--- config.mk ---
export PLATFORM = sky130hd
export DESIGN_NAME = hazard_ctrl_flat
export DESIGN_NICKNAME = d
export VERILOG_FILES = /design/src/rtl/hazard_ctrl_if.sv /design/src/rtl/hazard_ctrl.sv /design/src/flat_wrapper.sv
export SDC_FILE = /design/constraint.sdc
export NUM_CORES = 1
export LEC_CHECK = 0
export ABC_AREA = 1
export BUFFER_PORTS_ARGS = -buffer_cell sky130_fd_sc_hd__buf_2
export CAP_MARGIN = 30
export CORE_MARGIN = 2
export CORE_UTILIZATION = 34
export CTS_CLUSTER_SIZE = 16
export DETAILED_ROUTE_END_ITERATION = 16
export PLACE_DENSITY = 0.81
export SYNTH_ARGS = -nofsm -noshare
export SYNTH_HDL_FRONTEND = slang
export SYNTH_SLANG_ARGS = --single-unit
--- constraint.sdc ---
create_clock -name clk -period 0.82 [get_ports clk]
set_input_delay 0.041 -clock clk [delete_from_list [all_inputs] [get_ports clk]]
set_output_delay 0.041 -clock clk [all_outputs]
set_load 0.01 [all_outputs]
--- src/rtl/hazard_ctrl_if.sv ---
// Hazard controller signal bundle: pipeline status in, stage load/flush strobes out.
// master = pipeline datapath side, slave = hazard_ctrl.
interface hazard_ctrl_if #(
   parameter int REG_W = 5,
   parameter int CNT_W = 32
);
   logic             imem_resp;
   logic             dmem_resp;
   logic             mem_memop;
   logic             ex_is_load;
   logic [REG_W-1:0] ex_rd;
   logic [REG_W-1:0] id_rs1;
   logic [REG_W-1:0] id_rs2;
   logic             id_use_rs1;
   logic             id_use_rs2;
   logic             ex_br_taken;
   logic             load_pc;
   logic             load_if_id;
   logic             load_id_ex;
   logic             load_ex_mem;
   logic             load_mem_wb;
   logic             flush_if_id;
   logic             flush_id_ex;
   logic             imem_discard;
   logic [CNT_W-1:0] stall_cnt;
   logic [CNT_W-1:0] redirect_cnt;

   modport master (
      output imem_resp, dmem_resp, mem_memop, ex_is_load, ex_rd, id_rs1, id_rs2,
             id_use_rs1, id_use_rs2, ex_br_taken,
      input  load_pc, load_if_id, load_id_ex, load_ex_mem, load_mem_wb,
             flush_if_id, flush_id_ex, imem_discard, stall_cnt, redirect_cnt
   );

   modport slave (
      input  imem_resp, dmem_resp, mem_memop, ex_is_load, ex_rd, id_rs1, id_rs2,
             id_use_rs1, id_use_rs2, ex_br_taken,
      output load_pc, load_if_id, load_id_ex, load_ex_mem, load_mem_wb,
             flush_if_id, flush_id_ex, imem_discard, stall_cnt, redirect_cnt
   );
endinterface

--- src/rtl/hazard_ctrl.sv ---
// Five-stage RV32I hazard controller: memory stalls, load-use bubbles, redirects and stale-fetch drain.
// Optional performance counters enabled by defining HAZARD_PERF_CNT_EN.
module hazard_ctrl #(
   parameter int REG_W = 5,
   parameter int CNT_W = 32
) (
   input  logic           clk,
   input  logic           rst,
   hazard_ctrl_if.slave   bus
);
   typedef enum logic {RUN, DRAIN} state_t;

   state_t state_q, state_d;
   logic   dstall, lu, redirect_acc;

   assign dstall = bus.mem_memop & ~bus.dmem_resp;
   assign lu     = bus.ex_is_load & (bus.ex_rd != REG_W'(0)) &
                   ((bus.id_use_rs1 & (bus.id_rs1 == bus.ex_rd)) |
                    (bus.id_use_rs2 & (bus.id_rs2 == bus.ex_rd)));

   always_comb begin
      bus.load_pc      = 1'b0;
      bus.load_if_id   = 1'b0;
      bus.load_id_ex   = 1'b0;
      bus.load_ex_mem  = 1'b0;
      bus.load_mem_wb  = 1'b0;
      bus.flush_if_id  = 1'b0;
      bus.flush_id_ex  = 1'b0;
      bus.imem_discard = 1'b0;
      redirect_acc     = 1'b0;
      state_d          = state_q;
      if (!rst) begin
         bus.flush_if_id = 1'b1;
         bus.flush_id_ex = 1'b1;
         state_d         = RUN;
      end else if (dstall) begin
         // Pipe frozen, but a stale fetch returning during the drain is still consumed.
         if (state_q == DRAIN && bus.imem_resp) begin
            bus.imem_discard = 1'b1;
            state_d          = RUN;
         end
      end else if (state_q == DRAIN) begin
         bus.flush_if_id = 1'b1;
         bus.load_id_ex  = 1'b1;
         bus.load_ex_mem = 1'b1;
         bus.load_mem_wb = 1'b1;
         if (bus.imem_resp) begin
            bus.imem_discard = 1'b1;
            state_d          = RUN;
         end
      end else if (bus.ex_br_taken) begin
         bus.load_pc     = 1'b1;
         bus.flush_if_id = 1'b1;
         bus.flush_id_ex = 1'b1;
         bus.load_ex_mem = 1'b1;
         bus.load_mem_wb = 1'b1;
         redirect_acc    = 1'b1;
         if (!bus.imem_resp) state_d = DRAIN;
      end else if (lu) begin
         bus.flush_id_ex = 1'b1;
         bus.load_ex_mem = 1'b1;
         bus.load_mem_wb = 1'b1;
      end else if (!bus.imem_resp) begin
         bus.flush_if_id = 1'b1;
         bus.load_id_ex  = 1'b1;
         bus.load_ex_mem = 1'b1;
         bus.load_mem_wb = 1'b1;
      end else begin
         bus.load_pc     = 1'b1;
         bus.load_if_id  = 1'b1;
         bus.load_id_ex  = 1'b1;
         bus.load_ex_mem = 1'b1;
         bus.load_mem_wb = 1'b1;
      end
   end

   always_ff @(posedge clk or negedge rst) begin
      if (!rst) state_q <= RUN;
      else      state_q <= state_d;
   end

`ifdef HAZARD_PERF_CNT_EN
   logic [CNT_W-1:0] stall_q, redirect_q;

   always_ff @(posedge clk or negedge rst) begin
      if (!rst) begin
         stall_q    <= '0;
         redirect_q <= '0;
      end else begin
         if (!bus.load_pc) stall_q    <= stall_q + 1'b1;
         if (redirect_acc) redirect_q <= redirect_q + 1'b1;
      end
   end

   assign bus.stall_cnt    = stall_q;
   assign bus.redirect_cnt = redirect_q;
`else
   logic unused_acc;
   assign unused_acc       = redirect_acc;
   assign bus.stall_cnt    = CNT_W'(0);
   assign bus.redirect_cnt = CNT_W'(0);
`endif
endmodule

--- src/flat_wrapper.sv ---
// flat-port wrapper written by rule: the top's interface ports become plain ports
module hazard_ctrl_flat 
#(
   parameter int REG_W = 5,
   parameter int CNT_W = 32
)
  (clk, rst, bus_imem_resp, bus_dmem_resp, bus_mem_memop, bus_ex_is_load, bus_ex_rd, bus_id_rs1, bus_id_rs2, bus_id_use_rs1, bus_id_use_rs2, bus_ex_br_taken, bus_load_pc, bus_load_if_id, bus_load_id_ex, bus_load_ex_mem, bus_load_mem_wb, bus_flush_if_id, bus_flush_id_ex, bus_imem_discard, bus_stall_cnt, bus_redirect_cnt);
  hazard_ctrl_if #(.REG_W(REG_W), .CNT_W(CNT_W)) bus_i ();
  input  logic clk;
  input  logic rst;
  input wire logic [$bits(bus_i.imem_resp)-1:0] bus_imem_resp;
  input wire logic [$bits(bus_i.dmem_resp)-1:0] bus_dmem_resp;
  input wire logic [$bits(bus_i.mem_memop)-1:0] bus_mem_memop;
  input wire logic [$bits(bus_i.ex_is_load)-1:0] bus_ex_is_load;
  input wire logic [$bits(bus_i.ex_rd)-1:0] bus_ex_rd;
  input wire logic [$bits(bus_i.id_rs1)-1:0] bus_id_rs1;
  input wire logic [$bits(bus_i.id_rs2)-1:0] bus_id_rs2;
  input wire logic [$bits(bus_i.id_use_rs1)-1:0] bus_id_use_rs1;
  input wire logic [$bits(bus_i.id_use_rs2)-1:0] bus_id_use_rs2;
  input wire logic [$bits(bus_i.ex_br_taken)-1:0] bus_ex_br_taken;
  output wire logic [$bits(bus_i.load_pc)-1:0] bus_load_pc;
  output wire logic [$bits(bus_i.load_if_id)-1:0] bus_load_if_id;
  output wire logic [$bits(bus_i.load_id_ex)-1:0] bus_load_id_ex;
  output wire logic [$bits(bus_i.load_ex_mem)-1:0] bus_load_ex_mem;
  output wire logic [$bits(bus_i.load_mem_wb)-1:0] bus_load_mem_wb;
  output wire logic [$bits(bus_i.flush_if_id)-1:0] bus_flush_if_id;
  output wire logic [$bits(bus_i.flush_id_ex)-1:0] bus_flush_id_ex;
  output wire logic [$bits(bus_i.imem_discard)-1:0] bus_imem_discard;
  output wire logic [$bits(bus_i.stall_cnt)-1:0] bus_stall_cnt;
  output wire logic [$bits(bus_i.redirect_cnt)-1:0] bus_redirect_cnt;
  assign bus_i.imem_resp = bus_imem_resp;
  assign bus_i.dmem_resp = bus_dmem_resp;
  assign bus_i.mem_memop = bus_mem_memop;
  assign bus_i.ex_is_load = bus_ex_is_load;
  assign bus_i.ex_rd = bus_ex_rd;
  assign bus_i.id_rs1 = bus_id_rs1;
  assign bus_i.id_rs2 = bus_id_rs2;
  assign bus_i.id_use_rs1 = bus_id_use_rs1;
  assign bus_i.id_use_rs2 = bus_id_use_rs2;
  assign bus_i.ex_br_taken = bus_ex_br_taken;
  assign bus_load_pc = bus_i.load_pc;
  assign bus_load_if_id = bus_i.load_if_id;
  assign bus_load_id_ex = bus_i.load_id_ex;
  assign bus_load_ex_mem = bus_i.load_ex_mem;
  assign bus_load_mem_wb = bus_i.load_mem_wb;
  assign bus_flush_if_id = bus_i.flush_if_id;
  assign bus_flush_id_ex = bus_i.flush_id_ex;
  assign bus_imem_discard = bus_i.imem_discard;
  assign bus_stall_cnt = bus_i.stall_cnt;
  assign bus_redirect_cnt = bus_i.redirect_cnt;
  hazard_ctrl #(.REG_W(REG_W), .CNT_W(CNT_W)) u_core (.clk(clk), .rst(rst), .bus(bus_i));
endmodule
==> summary.txt <==
Worst hold path
  – Hold Path End: u_core.state_q$_DFFE_PN0P_
  – Worst hold path depth: 2
  – Hold path startpoint: bus_imem_resp
  – Worst Hold Class: in -> reg

Final layout
  – Number of flip-flops in the largest register: 1
  – Area grow syn2layout: 11.5%
  – Biggest regs: u_core.state_q (1)
  – Fill count: 280
  – Top reg by flops: u_core.state_q
  – Register Area: 25.0 um2
  – Fraction of layout cells with a size suffix above 1: 0.357
  – Fin area: 945 um2
  – Multi-input logic area: 541 um2
  – Final nets: 208
  – N_diodes: 0

Synthesis
  – Seq/Total Area, Yosys: 0.0295
  – Gate Count Post-Synth: 150
  – Avg Inst Size Synth: 5.65 um2
  – Synthesized area: 847 um2
  – Yosys warning total: 0
  – Post-synthesis sequential element count: 1
  – Synth unique cells: 13

Flow run
  – Max cap viols: 0

Pwr
  – Flop pwr share: 0.109
  – Worst vdd ir: 189 uV
  – PD cells: 534 nW/um2
  – Pint: 0.212 mW
  – P_leak: 0.639 nW
  – Clk pwr share: 0
  – Switching Fraction: 0.580
  – Comb pwr share: 0.891
  – Switch Pwr: 0.292 mW

Critical path
  – Worst-path cell chain: buf_8, clkinv_4, nand2_2, nand2_1, nor2_1, nand3_1, nand2_1, nand2_2, nand2_1, nand2_1, nand2_1, nand2_1, buf_2
  – Slowest stage delay, CP: 0.13 ns
  – Worst R2R Path Depth: 2
  – Worst-path fanout max: 4
  – Crit end category: output port
  – Slowest-stage cell, CP: buf_2
  – FF-to-FF End: u_core.state_q$_DFFE_PN0P_
  – RR Startpoint: u_core.state_q$_DFFE_PN0P_
  – Critical Path Stages: 13
  – Worst Path Required: 0.78 ns
  – Flop2flop setup slack: 0.15 ns
  – CP startpoint kind: input port
  – Crit path max-delay family: simple AND/OR/NAND/NOR gates
  – WP data arrival: 0.92 ns
  – Worst Path Buf+Inv: 3
  – Crit Path Class: in -> out
  – Cell repeated most along the worst path: nand2_1

Global route
  – Gr ovfl total: 0
  – Vias in the first global route: 513
  – Gr usage total: 0.0840
  – First-pass GRT wire length: 1930 um
  – Pin count of the biggest net entering global routing: 6
  – Initial antenna violation count: 0

Floorplan
  – Initial core utilization: 0.352
  – Die area: 2910 um2
  – Site Rows: 18
  – Die height: 53.9 um
  – Boundary pin count: 96
  – Die X: 53.9 um
  – Core ar.: 2410 um2

Detailed routing
  – Vias per cell: 3.41
  – DRT Pass-1 Iters: 3
  – # DRC: 0
  – Drt wl/cell: 6.81 um
  – Routed Antenna Nets: 0
  – Iter 0 DRT Violations: 5
  – DRT Wirelength: 1440 um
  – Vias: 723

Placement
  – Final HPWL DP: 1250 um
  – DP Area: 803 um2
  – GP Congestion: 0.681
  – Port bufs: 31

Outcome
  – Outcome: finished, violations left
  – Failing checks: negative setup slack

Timing
  – Setup Viol. Count Final: 5
  – Final hold vios: 0
  – Final period util: 1.17
  – Worst hold margin: 0.256 ns
  – Max Fclk: 1040 MHz
  – Worst Skew: 0 ns
  – RSZ-0062 raised after global routing: yes
  – Min Tclk post-route: 0.959 ns
  – Setup WS post-layout: -0.139 ns
  – Slew Viols, Final: 0
  – Setup TNS: -0.584 ns

Clock network
  – Worst skew pair latency: 0 ns
  – Postcts setup bufs: 0
  – Clk pin slew, worst setup/hold paths: 0 ns
## worst max path at each step
stage	slack [ns]	startpoint	endpoint
6_report	-0.14	bus_ex_rd[4]	bus_flush_if_id
5_1_grt	-0.28	bus_ex_rd[1]	bus_flush_if_id
4_1_cts	-0.14	bus_ex_rd[3]	bus_flush_if_id
3_5_place_dp	-0.20	bus_ex_rd[2]	bus_load_id_ex
3_3_place_gp	-0.17	bus_ex_rd[2]	bus_load_id_ex
2_1_floorplan	0.03	u_core.state_q$_DFFE_PN0P_	bus_load_pc
## Yosys cell counts
| library cell | instances | area share |
|---|---|---|
| nor2_1 | 13 | 0.058 |
| inv_1 | 19 | 0.084 |
| conb_1 | 1 | 0.0044 |
| dfrtp_1 | 1 | 0.030 |
| inv_2 | 2 | 0.0089 |
| o21ai_0 | 1 | 0.0059 |
| a21oi_1 | 2 | 0.012 |
| nand4_1 | 1 | 0.0074 |
| buf_4 | 65 | 0.58 |
| nand2_1 | 39 | 0.17 |
| a21boi_1 | 1 | 0.0089 |
| nand3_1 | 3 | 0.018 |
| nand2_2 | 2 | 0.015 |
## power by group through the flow
| stage | combinational (mW) | clock (mW) | sequential [mW] |
|---|---|---|---|
| finish | 0.449 | 0 | 0.0550 |
| global route | 0.514 | 0 | 0.0556 |
| CTS | 0.395 | 0 | 0.0550 |
| detailed placement | 0.362 | 0 | 0.0550 |
| global placement | 0.358 | 0 | 0.0549 |
| floorplan | 0.479 | 0 | 0.0545 |
## cells in the final DEF (no fill, tap or decap), drive strengths merged
cell,n
o21ai,1
nor2,13
nand2,41
buf,33
conb,64
a21oi,2
dfrtp,1
a21boi,1
nand3,3
clkinv,1
nand4,1
dlygate4sd3,1
inv,20
## per-stage QoR
step	setup slack [ns]	cells	utilization	power (mW)
floorplan	0.0268	213	-	0.533
global placement	-0.172	211	0.333	0.413
detailed placement	-0.205	211	0.333	0.417
CTS	-0.136	212	0.359	0.450
global route	-0.281	212	0.392	0.569
finish	-0.139	212	0.392	0.504
## logic make-up after synthesis
family	count (synthesis)	share of synthesized area
compound gates	4	0.0266
buf+inv	86	0.669
simple gates	58	0.270
flops	1	0.0295
other cells	1	0.00443
## layout make-up
cell class,count,area share
well taps,30,0.0397
flip-flops and latches,1,0.0265
inverters,21,0.0993
repair buffers,34,0.262
multi-input cells,126,0.572
## timing repair
| item | in CTS | in global routing |
|---|---|---|
| hold buffers | 1 | 0 |
| pin swaps | 8 | 6 |
| setup endpoints to repair | 5 | 6 |
| resized for setup | 16 | 31 |
| endpoints found under the hold margin | 1 | 0 |
## routing by layer
layer | up-vias | part of all wire | track usage
li1 | 374 | - | -
met1 | 305 | 0.31 | 0.0993
met2 | 44 | 0.56 | 0.165
met3 | 0 | 0.13 | 0.00833
met4 | 0 | 0 | 0.00855
met5 | - | 0 | 0
Note: power is estimated with default switching activity, not from simulation.
